--- config.mk ---
export PLATFORM = sky130hd
export DESIGN_NAME = resize_cfg_ctrl
export DESIGN_NICKNAME = d
export VERILOG_FILES = /design/src/rtl/resize_pkg.sv /design/src/rtl/seq_udiv.sv /design/src/rtl/resize_cfg_ctrl.sv
export SDC_FILE = /design/constraint.sdc
export NUM_CORES = 1
export LEC_CHECK = 0
export CORE_ASPECT_RATIO = 0.5
export CORE_MARGIN = 3
export CORE_UTILIZATION = 40
export CTS_BUF_LIST = sky130_fd_sc_hd__clkbuf_8
export DETAILED_ROUTE_END_ITERATION = 8
export PLACE_DENSITY = 0.61
export REMOVE_ABC_BUFFERS = 1
export SLEW_MARGIN = 20
export SYNTH_ARGS = -nofsm -noshare
export SYNTH_HDL_FRONTEND = slang
export SYNTH_SLANG_ARGS = --single-unit
--- constraint.sdc ---
create_clock -name clk -period 6.15 [get_ports clk]
set_clock_uncertainty 0.2 [all_clocks]
set_input_delay 1.23 -clock clk [delete_from_list [all_inputs] [get_ports clk]]
set_output_delay 1.23 -clock clk [all_outputs]
set_load 0.01 [all_outputs]
--- src/rtl/resize_pkg.sv ---
// Shared types and fixed-point constants for the resize configuration path.
// Consumed by resize_cfg_ctrl and seq_udiv.
package resize_pkg;

  localparam int FRAC_BITS = 8;
  localparam int FX_W      = 24;
  localparam int WIDTH_W   = 16;

  typedef enum logic [1:0] {
    IDLE,
    DIV,
    WAIT_VS,
    APPLY
  } state_e;

  function automatic logic [FX_W-1:0] def_dx(
    input int unsigned in_w,
    input int unsigned out_w
  );
    return FX_W'((in_w << FRAC_BITS) / out_w);
  endfunction

endpackage

--- src/rtl/seq_udiv.sv ---
// Restoring unsigned divider, one quotient bit per cycle, MSB first.
// start_i loads operands; done_o pulses once the 24th bit is in place.
module seq_udiv
  import resize_pkg::*;
(
  input  logic              clk_i,
  input  logic              rst_ni,
  input  logic              start_i,
  input  logic [FX_W-1:0]   dividend_i,
  input  logic [WIDTH_W-1:0] divisor_i,
  output logic              done_o,
  output logic [FX_W-1:0]   quotient_o
);

  logic [FX_W-1:0]    q_q;
  logic [WIDTH_W-1:0] r_q;
  logic [WIDTH_W-1:0] d_q;
  logic [4:0]         cnt_q;
  logic               run_q;
  logic               done_q;

  logic [WIDTH_W:0] r_sh;
  logic [WIDTH_W:0] diff;
  logic             ge;

  assign r_sh = {r_q, q_q[FX_W-1]};
  assign diff = r_sh - {1'b0, d_q};
  assign ge   = r_sh >= {1'b0, d_q};

  always_ff @(posedge clk_i or negedge rst_ni) begin
    if (!rst_ni) begin
      q_q    <= '0;
      r_q    <= '0;
      d_q    <= '0;
      cnt_q  <= '0;
      run_q  <= 1'b0;
      done_q <= 1'b0;
    end else begin
      done_q <= 1'b0;
      if (start_i) begin
        q_q   <= dividend_i;
        r_q   <= '0;
        d_q   <= divisor_i;
        cnt_q <= 5'(FX_W);
        run_q <= 1'b1;
      end else if (run_q) begin
        q_q   <= {q_q[FX_W-2:0], ge};
        r_q   <= ge ? diff[WIDTH_W-1:0] : r_sh[WIDTH_W-1:0];
        cnt_q <= cnt_q - 5'd1;
        if (cnt_q == 5'd1) begin
          run_q  <= 1'b0;
          done_q <= 1'b1;
        end
      end
    end
  end

  assign done_o     = done_q;
  assign quotient_o = q_q;

endmodule

--- src/rtl/resize_cfg_ctrl.sv ---
// Horizontal-filter config sequencer: divide, then apply on VSync rise.
// Define RESIZE_CFG_ROWCHK_EN to enable the row-length checker.
module resize_cfg_ctrl
  import resize_pkg::*;
#(
  parameter int unsigned DEF_IN_WIDTH  = 640,
  parameter int unsigned DEF_OUT_WIDTH = 32,
  parameter int unsigned SWRST_CYCLES  = 4
) (
  input  logic               clk,
  input  logic               resetn,
  input  logic [WIDTH_W-1:0] cfg_in_width,
  input  logic [WIDTH_W-1:0] cfg_out_width,
  input  logic               cfg_valid,
  output logic               cfg_ready,
  input  logic               vid_pVSync_i,
  input  logic               vid_pHSync_i,
  input  logic               vid_pVDE_i,
  output logic [FX_W-1:0]    dx,
  output logic [FX_W-1:0]    hdim,
  output logic               sw_reset,
  output logic               busy,
  output logic               cfg_err,
  output logic               row_err
);

  localparam logic [FX_W-1:0] DEF_DX =
    def_dx(DEF_IN_WIDTH, DEF_OUT_WIDTH);
  localparam logic [FX_W-1:0] DEF_HDIM =
    FX_W'(DEF_IN_WIDTH << FRAC_BITS);

  state_e          state_q;
  logic [FX_W-1:0] dx_q, hdim_q;
  logic [FX_W-1:0] dx_sh_q, hdim_sh_q;
  logic [3:0]      sw_cnt_q;
  logic            sw_q, err_q;
  logic            ready_q, busy_q;
  logic            vs_d1_q;

  logic            vs_rise, accept, bad, div_start;
  logic            div_done;
  logic [FX_W-1:0] div_q;

  assign vs_rise   = vid_pVSync_i & ~vs_d1_q;
  assign accept    = cfg_valid & ready_q;
  assign bad       = (cfg_out_width == '0) | (cfg_in_width == '0) |
                     (cfg_out_width > cfg_in_width);
  assign div_start = accept & ~bad;

  seq_udiv u_div (
    .clk_i      (clk),
    .rst_ni     (resetn),
    .start_i    (div_start),
    .dividend_i ({cfg_in_width, 8'h00}),
    .divisor_i  (cfg_out_width),
    .done_o     (div_done),
    .quotient_o (div_q)
  );

  always_ff @(posedge clk or negedge resetn) begin
    if (!resetn) begin
      state_q   <= IDLE;
      dx_q      <= DEF_DX;
      hdim_q    <= DEF_HDIM;
      dx_sh_q   <= '0;
      hdim_sh_q <= '0;
      sw_cnt_q  <= '0;
      sw_q      <= 1'b0;
      err_q     <= 1'b0;
      ready_q   <= 1'b1;
      busy_q    <= 1'b0;
      vs_d1_q   <= 1'b0;
    end else begin
      vs_d1_q <= vid_pVSync_i;
      unique case (state_q)
        IDLE: begin
          if (accept) begin
            err_q     <= bad;
            hdim_sh_q <= {cfg_in_width, 8'h00};
            if (!bad) begin
              state_q <= DIV;
              ready_q <= 1'b0;
              busy_q  <= 1'b1;
            end
          end
        end
        DIV: begin
          if (div_done) begin
            dx_sh_q <= div_q;
            state_q <= WAIT_VS;
          end
        end
        WAIT_VS: begin
          if (vs_rise) begin
            dx_q     <= dx_sh_q;
            hdim_q   <= hdim_sh_q;
            sw_q     <= 1'b1;
            sw_cnt_q <= 4'(SWRST_CYCLES - 1);
            busy_q   <= 1'b0;
            state_q  <= APPLY;
          end
        end
        APPLY: begin
          // one idle cycle after sw_reset falls before cfg_ready returns
          if (sw_q) begin
            if (sw_cnt_q == '0) sw_q <= 1'b0;
            else sw_cnt_q <= sw_cnt_q - 4'd1;
          end else begin
            state_q <= IDLE;
            ready_q <= 1'b1;
          end
        end
      endcase
    end
  end

  assign dx        = dx_q;
  assign hdim      = hdim_q;
  assign sw_reset  = sw_q;
  assign busy      = busy_q;
  assign cfg_err   = err_q;
  assign cfg_ready = ready_q;

`ifdef RESIZE_CFG_ROWCHK_EN
  logic               hs_d1_q, hs_rise, rerr_q;
  logic [WIDTH_W-1:0] row_cnt_q, out_sh_q, out_app_q;

  assign hs_rise = vid_pHSync_i & ~hs_d1_q;

  always_ff @(posedge clk or negedge resetn) begin
    if (!resetn) begin
      hs_d1_q   <= 1'b0;
      rerr_q    <= 1'b0;
      row_cnt_q <= '0;
      out_sh_q  <= '0;
      out_app_q <= WIDTH_W'(DEF_OUT_WIDTH);
    end else begin
      hs_d1_q <= vid_pHSync_i;
      if (accept) out_sh_q <= cfg_out_width;
      if (state_q == WAIT_VS && vs_rise) out_app_q <= out_sh_q;
      if (accept) rerr_q <= 1'b0;
      else if (hs_rise && row_cnt_q != '0 && row_cnt_q != out_app_q)
        rerr_q <= 1'b1;
      if (hs_rise || vs_rise || sw_q) row_cnt_q <= '0;
      else if (vid_pVDE_i) row_cnt_q <= row_cnt_q + 1'b1;
    end
  end

  assign row_err = rerr_q;
`else
  logic unused_hs_de;
  assign unused_hs_de = vid_pHSync_i ^ vid_pVDE_i;
  assign row_err      = 1'b0;
`endif

endmodule
# ---- Yosys cells after proc, flatten, opt, wreduce, memory -nomap -nowiden
# Cells that the tools add are included.
dict set report classes {
  add_sub_neg 3
  magnitude_cmp 2
  eq_ne 11
  mux 35
  n_bitwise 7
  n_reduce_logical 16
}
# op n
set op_table {}
lappend op_table {{16-bit two-way mux} 3}
lappend op_table {{24-bit two-way mux} 2}
lappend op_table {{16-bit zero test} 2}
lappend op_table {{17-bit by 16-bit >= comparator with 1-bit output} 1}
lappend op_table {{16-bit greater-than comparator} 1}
lappend op_table {{16-bit subtractor} 1}
lappend op_table {{1-bit two-way mux} 15}
lappend op_table {{4-bit two-way mux} 3}
lappend op_table {{2-bit inequality test, second input constant} 6}
lappend op_table {{4-bit AND reduction} 3}
lappend op_table {{2-bit two-way mux} 5}
lappend op_table {{5-bit two-way mux} 2}
lappend op_table {{2-bit case mux with 4 select lines} 1}
lappend op_table {{4-bit case mux with 2 select lines} 1}
lappend op_table {{2-bit AND reduction} 4}
lappend op_table {{2-bit nonzero test} 4}
lappend op_table {{1-bit case mux with 2 select lines} 3}
lappend op_table {{5-bit by 1-bit == test with 1-bit output, second input constant} 1}
lappend op_table {{5-bit AND reduction} 1}
lappend op_table {{5-bit by 1-bit subtractor with 5-bit output, second input constant} 1}
lappend op_table {{2-bit == test, second input constant} 2}
lappend op_table {{4-bit zero test} 1}
lappend op_table {{4-bit by 1-bit subtractor with 4-bit output, second input constant} 1}
lappend op_table {{1-bit AND} 3}
lappend op_table {{other kinds (5)} 7}
dict set report word_totals {
  register_bits 154
  in_bits 38
  out_inout_bits 53
  word_cells 91
}

# ---- Depth between registers and ports, before layout
dict set report logic_depth {
  word_depth 6
  mapped_depth 11
  mapped_depth_nobuf 10
}

# ---- Cells and area by module
# A second synthesis with hierarchy kept.
dict set report unflattened {
  hier_cells 750
  area_unflattened_um2 7936.4
}
# module instances cells_per_inst area_per_inst_um2
set by_module_without_submodules {}
lappend by_module_without_submodules {resize_cfg_ctrl 1 334 4122.7}
lappend by_module_without_submodules {seq_udiv 1 416 3813.7}

# ---- Least setup slack after synthesis
# No wires, ideal clock.
dict set report synth_path {
  path_type {input to register}
  start {input cfg_in_width[7]}
  end {register u_div.r_q[10]}
  setup_ps 143
  arrival_time_ps 3064
  setup_slack_ps 2743
  cell_stages 10
  n_path_buf 3
  path_cell_list {inv_1 > ha_1 > nand4_1 > or4_1 > o21ai_0 > and3_1 > buf_2 > buf_2 > buf_2 > a211oi_1}
}
dict set report synth_between {
  elab_chain_len 6
  elab_cells_between_ends 8
  cone_classes {1 x order compare; 1 x mux; 4 x bitwise; 2 x reduce/logical}
}
# item line_no
set synth_lines {}
lappend synth_lines {{start: declaration} resize_cfg_ctrl.sv:12} ;# input logic [WIDTH_W-1:0] cfg_in_width,
lappend synth_lines {{parallel branches: the longest is 2 deep, another holds 16-bit greater-than comparator} n/a}
lappend synth_lines {{1-bit bitwise OR *} resize_cfg_ctrl.sv:46} ;# assign bad = (cfg_out_width == '0) | (cfg_in_width == '0) |
lappend synth_lines {{1-bit NOT *} resize_cfg_ctrl.sv:48} ;# assign div_start = accept & ~bad;
lappend synth_lines {{1-bit AND *} resize_cfg_ctrl.sv:48}
lappend synth_lines {{16-bit two-way mux / 2-bit nonzero test (equally long branches)} n/a}
lappend synth_lines {{end signal: assignment} seq_udiv.sv:48} ;# r_q <= ge ? diff[WIDTH_W-1:0] : r_sh[WIDTH_W-1:0];
lappend synth_lines {{end: declaration} seq_udiv.sv:16} ;# logic [WIDTH_W-1:0] r_q;
# Mark *: on every way between the ends.
# A chain may end at the register's enable or synchronous reset.

# ---- Worst setup path after layout
dict set report layout_path {
  start {input cfg_in_width[10]}
  end {register state_q[1]}
}
dict set report layout_between {
  elab_chain_len 5
  elab_cells_between_ends 6
  cone_classes {1 x order compare; 1 x eq/ne; 2 x bitwise; 2 x reduce/logical}
}
# item line_no
set layout_lines {}
lappend layout_lines {{parallel branches: the longest is 2 deep, another holds 16-bit greater-than comparator} n/a}
lappend layout_lines {{1-bit bitwise OR *} resize_cfg_ctrl.sv:46}
lappend layout_lines {{2-bit inequality test (no source line) *} n/a}
lappend layout_lines {{5-bit AND reduction (no source line) *} n/a}
lappend layout_lines {{end signal: assignment} resize_cfg_ctrl.sv:62} ;# state_q <= IDLE;
lappend layout_lines {{end signal: assignment} resize_cfg_ctrl.sv:81} ;# state_q <= DIV;
lappend layout_lines {{end signal: assignment} resize_cfg_ctrl.sv:90} ;# state_q <= WAIT_VS;
lappend layout_lines {{end: declaration} resize_cfg_ctrl.sv:32} ;# state_e state_q;
# Marked as above.

==> metrics.cfg <==
[place]
gp_congestion=0.8365
post_dp_cell_area_um2=8718
hpwlAfterDp_um=11800
portBuffers=79

[synth]
synthFlopType=dfrtp_1
ys_ff_latch=154
ys_types=66
synth_edf_count=0
synth_area_per_cell_um2=10.71
async_flop_share_pct=100.0
yosysWarnings=0
netlist_instances=723
seq_area_frac_synth_pct=49.85
syn_area_um2=7742

[worst_hold_path]
hp-start=hdim_sh_q[17]
min_to=hdim_sh_q[17]
min_path_type=register to register
min_path_cells=2

[floorplan]
coreArea_um2=18700
dieArea_um2=21160
top_level_ports=91
fp.dieW_um=202.8
placementRows=35
die_y_um=104.4
initial_core_util_pct=41.41

[global_route]
grt_max_degree=99
globalRouteTotalUtil_pct=16.23
antenna_found_initial=0
grt_overflow=0
grt_pass1_wl_um=27860
grt_pass1_vias=5367

[clock_network]
clk_pin_slew_ps=100
clock_path_buffers=2
cts_setup_buffers=0
cts_hold_buffers=0
ctsResizeCount=0
cts_tree=done
clock_latency_ps=450
clkSinkCount=154
cts_root_buf=clkbuf_8
h-tree-depth=4
numCtsBuffers=17

[routing]
antenna_left=0
num_vias=5371
drc_errors=0
drt_iter0_drc=279
wire_per_inst_um=15.52
vias_per_cell=5.053
drt_first_pass_iters=5
wl_um=16500

[finish]
regArea_um2=3861
fin_nets=869
area.growth.synth_to_final_pct=18.02
drive_gt1_share_pct=15.30
mostFrequentLayoutCell=dfrtp_1
antenna_cells=0
n_fill_cell=1728
multiInputGateArea_um2=3517
final_cell_mix=dfrtp_1 (148), clkdlybuf4s50_1 (78), nand2_1 (74)
design_area_um2=9138

[timing]
max_freq_ghz=0.2432
fin_tns_setup_ps=0
period_needed_ps=4111
fin_crit_sh_pct=66.85
maxSlewViolCount=0
hold_violations=0
setup_viol=0
rsz0062_at_grt=no
worstMarginPinSlew_ps=1049
slew_headroom_pct=30.05

[run_status]
status=completed

[critical_path]
critPathMaxStageDelay_ps=560
critPathSlowestCell=clkdlybuf4s50_1
start_kind=input pin
rr_endpoint=u_div.r_q[1]
path_buf_inv=2
worstPathArrival_ps=4260
reg2reg_slack_ps=2930
crit_family=simple AND/OR/NAND/NOR gates
worstPathRequired_ps=6300
worstSetupPathType=input pin to register
crit_fanout=12
r2r-start=u_div.r_q[5]
reg2regPathDepth=8
endpoint_kind=register
path_cells=clkdlybuf4s50_1 -> inv_1 -> ha_1 -> nand4_1 -> or4_1 -> o21ai_0 -> nand3_1 -> a21oi_1 -> mux2_2

[flow_run]
max_cap_viol_count=0

[pwr]
vdd_ir_drop_max_uv=139.2
p_leak_nw=4.288
p_per_area_nw_per_um2=207.9
power_w=0.001899

==> worst register-to-register path, cell delays in order, from the launching register on <==
cell,delay [ps]
dfrtp_1,410
ha_1,370
a211oi_1,270
nor2_1,100
or2_1,260
o41ai_4,480
a21o_1,480
mux2_4,350
a211oi_2,210
==> where the power goes <==
part	internal, W	switching (W)
clock network	0.000377	0.000425
logic	0.0000333	0.0000509
registers	0.00101	0.000000650
==> worst max path at each step <==
stage                                 from                    to  cells past startpoint
after floorplan            cfg_in_width[7]  u_div.quotient_o[10]                      7
after global placement    cfg_in_width[10]         u_div.d_q[12]                     10
after detailed placement  cfg_in_width[10]            state_q[1]                      9
after CTS                 cfg_in_width[10]         u_div.d_q[12]                     10
after global routing      cfg_in_width[10]         u_div.d_q[12]                     10
final                     cfg_in_width[10]            state_q[1]                      9
==> Yosys cell counts (3+ instances only) <==
master    number  area share [%]
a21o_1         5            0.48
a311oi_1       3            0.34
dfrtp_1      149              48
and3_1         4            0.32
buf_2          4            0.26
nor3_1         7            0.45
nor4_1         9            0.73
mux2_2        64             9.3
o211ai_1       3            0.29
nor2_1        42             2.0
a211oi_1      12             1.2
buf_4          9            0.87
clkbuf_1      26             1.3
a31oi_1        7            0.57
nand3_1       11            0.71
xnor2_1       13             1.5
nor2b_1        5            0.40
a21oi_1       23             1.5
or2_2          3            0.24
ha_1          39             6.3
mux2i_1       31             4.0
inv_1         51             2.5
dfstp_2        5             1.7
o21ai_0       54             3.5
nand4_1        9            0.73
nand2b_1       6            0.48
o21a_1         5            0.48
nand2_1       75             3.6
==> per-layer routing <==
metal	vias to the layer above	track usage (%)	routed length, um
met5	-	0	0
met4	0	4.148	128
met3	10	3.188	473
met2	67	25.96	7776
met1	2644	22.73	8122
li1	2650	-	-
==> logic make-up after synthesis <==
logic type / count (synthesis) / synth area share (%)
muxes: 97 / 13.70
adders and majority gates: 40 / 6.561
and+or+nand+nor: 187 / 11.44
AOI/OAI and AO/OA: 137 / 11.54
DFF: 154 / 49.85
xor gates and xnor gates: 15 / 1.697
other: 1 / 0.04843
buffers and inverters: 92 / 5.155
==> flip-flops by register name, summed over array words and instances (netlist names), 2 cells and up <==
| name | count |
|---|---|
| dx | 24 |
| dx_sh_q | 24 |
| hdim | 16 |
| hdim_sh_q | 16 |
| state_q | 2 |
| sw_cnt_q | 4 |
| u_div.cnt_q | 5 |
| u_div.d_q | 16 |
| u_div.quotient_o | 24 |
| u_div.r_q | 16 |
==> layout make-up <==
| cell class | count | share of cell area (%) |
|---|---|---|
| tap | 259 | 3.546 |
| timing repair buffer | 82 | 9.051 |
| multi-input combinational | 485 | 38.49 |
| sequential | 154 | 42.26 |
| clock buffer | 17 | 2.561 |
| inverter | 51 | 2.095 |
| clock inverter | 15 | 1.999 |
==> stage by stage <==
stage	std cells	worst slack, ps	hold slack [ps]	util [%]
2_1_floorplan	690	1681	241.7	-
3_3_place_gp	1031	1603	258.3	46.62
3_5_place_dp	1031	1562	267.4	46.62
4_1_cts	1063	2044	289.2	48.85
5_1_grt	1063	1856	308.8	48.87
6_report	1063	2039	282.4	48.87
Note: power is estimated with default switching activity, not from simulation.
